File: src/rtl/complex_split.sv
// complex_split: splits an sc16 {I,Q} stream into two independent real streams,
// each with its own data/header FIFO pair and port-specific CHDR SID fields.

module complex_split_fifo #(
    parameter int WIDTH = 33,
    parameter int SIZE  = 5
) (
    input  logic             clk,
    input  logic             reset_n,
    input  logic             push,
    input  logic [WIDTH-1:0] push_data,
    input  logic             pop,
    output logic [WIDTH-1:0] head,
    output logic             empty,
    output logic             full
);
    localparam int DEPTH = 1 << SIZE;

    logic [WIDTH-1:0] mem [DEPTH];
    logic [SIZE:0]    wr_ptr;
    logic [SIZE:0]    rd_ptr;

    always_ff @(posedge clk or negedge reset_n) begin
        if (!reset_n) begin
            wr_ptr <= '0;
            rd_ptr <= '0;
        end else begin
            if (push) wr_ptr <= wr_ptr + 1'b1;
            if (pop)  rd_ptr <= rd_ptr + 1'b1;
        end
    end

    always_ff @(posedge clk) begin
        if (push) mem[wr_ptr[SIZE-1:0]] <= push_data;
    end

    // The extra pointer bit tells a full ring from an empty one after wrap-around.
    assign empty = (wr_ptr == rd_ptr);
    assign full  = (wr_ptr[SIZE] != rd_ptr[SIZE]) &&
                   (wr_ptr[SIZE-1:0] == rd_ptr[SIZE-1:0]);
    // Storage is not reset, so an empty FIFO presents zeros instead of stale words.
    assign head  = empty ? '0 : mem[rd_ptr[SIZE-1:0]];
endmodule

module complex_split #(
    parameter int DATA_FIFO_SIZE = 5,
    parameter int HDR_FIFO_SIZE  = 2
) (
    input  logic         clk,
    input  logic         reset_n,
    input  logic [15:0]  src_sid0,
    input  logic [15:0]  next_dst_sid0,
    input  logic [15:0]  src_sid1,
    input  logic [15:0]  next_dst_sid1,
    input  logic [31:0]  i_tdata,
    input  logic [127:0] i_tuser,
    input  logic         i_tlast,
    input  logic         i_tvalid,
    output logic         i_tready,
    output logic [31:0]  o0_tdata,
    output logic [127:0] o0_tuser,
    output logic         o0_tlast,
    output logic         o0_tvalid,
    input  logic         o0_tready,
    output logic [31:0]  o1_tdata,
    output logic [127:0] o1_tuser,
    output logic         o1_tlast,
    output logic         o1_tvalid,
    input  logic         o1_tready
);
    // Handshakes: a beat moves on a rising edge where valid & ready are both high;
    // valid never waits on ready, and i_tready depends only on registered FIFO state.

    logic        sop;
    logic        run;
    logic        in_push;
    logic        hdr_push;
    logic [95:0] hdr_word;

    logic [32:0] d0_head, d1_head;
    logic [95:0] h0_head, h1_head;
    logic        d0_empty, d0_full, d1_empty, d1_full;
    logic        h0_empty, h0_full, h1_empty, h1_full;
    logic        d0_pop, d1_pop, h0_pop, h1_pop;
    logic        unused_tuser;

    // run holds i_tready low through reset and rises on the first edge after it.
    always_ff @(posedge clk or negedge reset_n) begin
        if (!reset_n) begin
            run <= 1'b0;
            sop <= 1'b1;
        end else begin
            run <= 1'b1;
            if (in_push) sop <= i_tlast;
        end
    end

    assign i_tready = run && !d0_full && !d1_full && (!sop || (!h0_full && !h1_full));
    assign in_push  = i_tvalid && i_tready;
    assign hdr_push = in_push && sop;
    assign hdr_word = {i_tuser[127:96], i_tuser[63:0]};
    assign unused_tuser = ^i_tuser[95:64];

    assign d0_pop = o0_tvalid && o0_tready;
    assign d1_pop = o1_tvalid && o1_tready;
    // A packet's header retires together with its tlast beat.
    assign h0_pop = d0_pop && d0_head[32];
    assign h1_pop = d1_pop && d1_head[32];

    complex_split_fifo #(.WIDTH(33), .SIZE(DATA_FIFO_SIZE)) u_d0 (
        .clk(clk), .reset_n(reset_n),
        .push(in_push), .push_data({i_tlast, i_tdata[31:16], 16'h0}),
        .pop(d0_pop), .head(d0_head), .empty(d0_empty), .full(d0_full)
    );

    complex_split_fifo #(.WIDTH(33), .SIZE(DATA_FIFO_SIZE)) u_d1 (
        .clk(clk), .reset_n(reset_n),
        .push(in_push), .push_data({i_tlast, i_tdata[15:0], 16'h0}),
        .pop(d1_pop), .head(d1_head), .empty(d1_empty), .full(d1_full)
    );

    complex_split_fifo #(.WIDTH(96), .SIZE(HDR_FIFO_SIZE)) u_h0 (
        .clk(clk), .reset_n(reset_n),
        .push(hdr_push), .push_data(hdr_word),
        .pop(h0_pop), .head(h0_head), .empty(h0_empty), .full(h0_full)
    );

    complex_split_fifo #(.WIDTH(96), .SIZE(HDR_FIFO_SIZE)) u_h1 (
        .clk(clk), .reset_n(reset_n),
        .push(hdr_push), .push_data(hdr_word),
        .pop(h1_pop), .head(h1_head), .empty(h1_empty), .full(h1_full)
    );

    assign o0_tvalid = !d0_empty;
    assign o0_tdata  = d0_head[31:0];
    assign o0_tlast  = d0_head[32];
    assign o0_tuser  = {h0_head[95:64], src_sid0, next_dst_sid0, h0_head[63:0]};

    assign o1_tvalid = !d1_empty;
    assign o1_tdata  = d1_head[31:0];
    assign o1_tlast  = d1_head[32];
    assign o1_tuser  = {h1_head[95:64], src_sid1, next_dst_sid1, h1_head[63:0]};

    a_hdr0_present: assert property (@(posedge clk) disable iff (!reset_n) !d0_empty |-> !h0_empty);
    a_hdr1_present: assert property (@(posedge clk) disable iff (!reset_n) !d1_empty |-> !h1_empty);
endmodule
File: config.mk
export PLATFORM = sky130hd
export DESIGN_NAME = complex_split
export DESIGN_NICKNAME = d
export VERILOG_FILES = /design/src/rtl/complex_split.sv
export SDC_FILE = /design/constraint.sdc
export NUM_CORES = 2
export LEC_CHECK = 0
export CAP_MARGIN = 15
export CORE_UTILIZATION = 48
export DETAILED_ROUTE_END_ITERATION = 10
export PLACE_DENSITY = 0.76
export SETUP_SLACK_MARGIN = 0.2
export SYNTH_ARGS = -nofsm -noshare
export SYNTH_HDL_FRONTEND = slang
export SYNTH_HIERARCHICAL = 1
export SYNTH_SLANG_ARGS = --single-unit
File: constraint.sdc
create_clock -name clk -period 6.21 [get_ports clk]
set_input_delay 1.242 -clock clk [delete_from_list [all_inputs] [get_ports clk]]
set_output_delay 1.242 -clock clk [all_outputs]
set_load 0.005 [all_outputs]
* Word level (Yosys, flattened, before mapping) *
Memory sizes are Yosys's and may differ from the RTL's.
Index checks and enable logic that the tools add are counted.
Widths: inputs -> output; s select.

cells by class
  eq/ne operators = 12
  reduce and logical (&&, ||, !) cells = 22
  add/subtract/negate cells = 8
  multiplexer cells = 8

operators with widths
  cell                 number
  $mux 96              2
  $mux 33              2
  $add 6x1->6 const B  4
  $logic_and 1x1->1    14
  $add 3x1->3 const B  4
  $eq 6x6->1           2
  $eq 5x5->1           2
  $logic_not 1->1      7
  $eq 3x3->1           2
  $eq 2x2->1           2
  $mux 1               4
  $ne 1x1->1           4
  $logic_or 1x1->1     1

storage, ports and cells
  output and inout port bits = 325
  memories = 4
  word-level logic and storage cells = 64
  bits in writable memories = 1856
  register bits = 38

memory list
  name      depth  bits a word  read ports  clocked after Yosys merged registers in  write ports  RTL line  RTL
  u_d0.mem  32     17           1           0                                        1            19        logic [WIDTH-1:0] mem [DEPTH];
  u_d1.mem  32     17           1           0                                        1            19
  u_h0.mem  4      96           1           0                                        1            19
  u_h1.mem  4      96           1           0                                        1            19

* Depth between registers and ports, before layout *
  depth after elaboration = 10
  depth in mapped cells = 12
  gate-level depth less buffers = 8

* By module *
Netlist, hierarchy kept.

modules (own cells, without submodules)
  module                          seq. area each (um^2)  cells each  area an instance (um^2)  times used
  complex_split_fifo at u_d0 ...  32010.7                1834        41073.1                  2
  complex_split_fifo at u_h0 ...  11681.2                659         15169.5                  2
  complex_split                   51.3                   80          621.8                    1

* Least setup slack after synthesis *
No wires, ideal clock.

  path kind = reg2reg
  start = reg u_h0.rd_ptr[1]
  end = mem u_d0/mem[3][0] (netlist name) (enable)
  required time = 5.746 ns
  cell stages (with the launch flop) = 11
  arrival time = 4.524 ns
  path slack = 1.222 ns
  cell sequence = dfrtp_1 -> buf_4 -> xor2_2 -> clkbuf_1 -> nor3_1 -> o21ai_1 -> and4_4 -> clkbuf_1 -> nand2_1 -> or2_2 -> nor3_1

on the way
  cells in the longest elaborated chain, start to end = 9

RTL lines
  what                          RTL line  RTL
  from (decl)                   21        logic [SIZE:0] rd_ptr;
  from (signal assigned)        29        if (pop) rd_ptr <= rd_ptr + 1'b1;
  $eq 2x2->1                    40        (wr_ptr[SIZE-1:0] == rd_ptr[SIZE-1:0]);
  $logic_and 1x1->1             39        assign full = (wr_ptr[SIZE] != rd_ptr[SIZE]) &&
  named net h0_full             83        logic h0_empty, h0_full, h1_empty, h1_full;
  $logic_not 1->1               98        assign i_tready = run && !d0_full && !d1_full && (!sop || (!h0_full && !h1_full));
  $logic_and 1x1->1             98
  $logic_or 1x1->1              98
  $logic_and 1x1->1             98
  $logic_and 1x1->1             99        assign in_push = i_tvalid && i_tready;
  named net in_push             76        logic in_push;
  $mux 1                        34        if (push) mem[wr_ptr[SIZE-1:0]] <= push_data;
  $mux 1 (implied by the code)  34
  to (decl)                     19

The timed path passes the listed nets, and every way through them passes these cells.

* Final worst setup path *
  start = reg u_d0.rd_ptr[2]
  end = out o0_tdata[31]

on the way
  cells in the longest elaborated chain, start to end = 2

RTL lines
  what                                         RTL line  RTL
  from (decl)                                  21
  from (signal assigned)                       29
  $mem_v2 32x17 or $eq 6x6->1 (tied branches)  n/a
  $mux 33 (*)                                  42        assign head = empty ? '0 : mem[rd_ptr[SIZE-1:0]];
  to (decl)                                    60        output logic [31:0] o0_tdata,

Mark *: on every way between the ends. The rest lies on a longest branch, timed or not.

==> metrics.cfg <==
[clocking]
hold_buffers = 0
cts-root-buf = clkbuf_16
cts_max_level = 5
cts.sinks = 2918
numCtsBuffers = 305
cts_tree = built
clk-insertion-delay-late_ns = 0.95
cts.clk_slew.worst_paths_ns = 0.06
clockBufferDepth = 4

[critical_path]
rr_worst_depth = 10
cp-start-kind = flip-flop
cp.required_ns = 4.97
critical_path.cell_chain = nand3_4, buf_4, o22ai_1, a211oi_1, a2111oi_2, clkdlybuf4s50_1
regToRegStartpoint = u_d1/rd_ptr[1]$_DFFE_PN0P_
worstSetupPathType = reg2out
endpoint_kind = output pin
crit_slowest_cell = dfrtp_4
crit_fanout = 42
cp.arrival_ns = 4.57
r2r-end = u_d1/mem[8][24]$_DFFE_PP_
cpPeakStageDelay_ns = 0.86
regToRegSetupSlack_ns = 1.29

[route]
drc_errors = 0
drt-initial-drc-count = 5490
wire_per_inst_um = 26.5
vias_per_cell = 5.67
drt_pass1_iterations = 5
wl_um = 263000
drtAntennaViolNets = 0
via_count = 56400

[floorplanning]
start_util = 0.485
pin_count = 555
die_area_um2 = 238000
rows = 177
die_x_um = 487
die_h_um = 487
core_um2 = 233000

[pwr]
p_total_mw = 62.1
powerDensity_nw_per_um2 = 462
pwr-share-seq = 0.380
internal-power_mw = 42.4
leakage_nw = 44.3
swShare = 0.317
combPwrFrac = 0.339
clockPowerShare = 0.281
p_sw_mw = 19.7
vdd_drop_max_uv = 484

[grt]
grtUsageTotal = 0.222
grt_max_degree = 101
grt_pass1_vias = 58000
overflow = 0
antenna_found_initial = 21
grt_pass1_wl_um = 385000

[placed_design]
globalplace.congestion = 0.784
postPlaceCellArea_um2 = 125000
place_ws_ns = 1.14
io_buffer_count = 394
hpwl_um = 148000

[finish]
synthToLayoutAreaGrowth_pct = 18.7
layout_commonest_cell = edfxtp_1
final_cell_mix = edfxtp_1 (2880), conb_1 (1025), mux4_2 (590)
n_fill_cell = 16600
drive_above_1_share = 0.208
fin_nets = 6843
design_area_um2 = 134000

[sta]
tightestPinTransition_ns = 1.13
relSlewSlack = 0.237
finalSetupViolCount = 0
min_period_over_period = 0.936
clock_skew_ns = 0.0907
period_needed_ns = 5.81
hold_ws_ns = 0.415
tns_ns = 0
fmax_mhz = 172
finalHoldViolations = 0
rsz0062_at_grt = no
worst_slack_ns = 0.400
slew_viol_final = 0

[synthesis]
synth.avg_cell_area_um2 = 22.3
postSynthCellCount = 5064
syn_area_um2 = 113000
synth_warnings = 6

[hold_path]
hold_class = in2async

[flow_run]
drv_cap = 0

[status]
status = complete, no violations

[per-stage QoR]
stage          utilization  std cells
2_1_floorplan            -       6087
3_3_place_gp         0.534       9401
3_5_place_dp         0.534       9401
4_1_cts              0.574       9926
5_1_grt              0.575       9954
6_report             0.575       9955
[per-layer routing]
layer	part of all wire	wire, um	track usage	vias up
met1	0.38	101000	0.294	29600
met4	0.035	9250	0.0834	14
met5	0.00038	101	0	-
li1	-	-	-	23600
met2	0.49	129000	0.361	2698
met3	0.091	23900	0.0493	482
[critical path: cells and delay by family (launching register included)]
kind                   cells  cell delay [ns]
DFF                        1             0.86
and+or+nand+nor            1             0.56
AOI/OAI and AO/OA          3             1.02
buffers and inverters      2             1.16
[final cells by class]
cell class / instances / area [um2] / share of cell area
Sequential cell: 2918 / 87500 / 0.651
Antenna cell: 12 / 30.0 / 0.000224
Inverter: 12 / 45.0 / 0.000335
Clock buffer: 373 / 8020 / 0.0597
Multi-Input combinational cell: 2765 / 27600 / 0.206
Clock inverter: 152 / 1400 / 0.0104
Timing Repair Buffer: 591 / 5790 / 0.0431
Tap cell: 3132 / 3920 / 0.0292
[power groups by stage]
stage	logic, mW	clock network (mW)	registers (mW)
6_report	21.1	17.4	23.6
2_1_floorplan	12.7	0	23.3
3_5_place_dp	20.9	0	24.0
5_1_grt	22.0	18.4	23.7
3_3_place_gp	20.7	0	24.0
4_1_cts	21.1	17.7	23.6
[state kept, by name, summed over array words and instances (netlist names), 3 cells and up]
signal and count:
u_d0/mem 1056, u_d0/rd_ptr 6, u_d0/wr_ptr 6, u_d1/mem 1056, u_d1/rd_ptr 6, u_d1/wr_ptr 6, u_h0/mem 384, u_h0/rd_ptr 3
u_h0/wr_ptr 3, u_h1/mem 384, u_h1/rd_ptr 3, u_h1/wr_ptr 3
[worst max path at each step]
stage | from | end | slack [ns] | depth (start not counted)
2_1_floorplan | u_h0/rd_ptr[1]$_DFFE_PN0P_ | u_d0/mem[3][0]$_DFFE_PP_ | 1.25 | 10
3_3_place_gp | u_d0/rd_ptr[2]$_DFFE_PN0P_ | o0_tlast | 1.14 | 5
3_5_place_dp | u_d0/rd_ptr[2]$_DFFE_PN0P_ | o0_tlast | 1.14 | 5
4_1_cts | u_d0/rd_ptr[2]$_DFFE_PN0P_ | o0_tdata[3] | 0.20 | 6
5_1_grt | u_d1/rd_ptr[0]$_DFFE_PN0P_ | o1_tdata[29] | 0.24 | 6
6_report | u_d0/rd_ptr[2]$_DFFE_PN0P_ | o0_tdata[31] | 0.40 | 6
[repair_timing]
action                     CTS  global route
pin swaps                    1             0
gates resized for setup      1             0
buffers inserted             0             5
setup endpoints to repair    2             4
No activity file was read; power rests on OpenSTA's default activity.
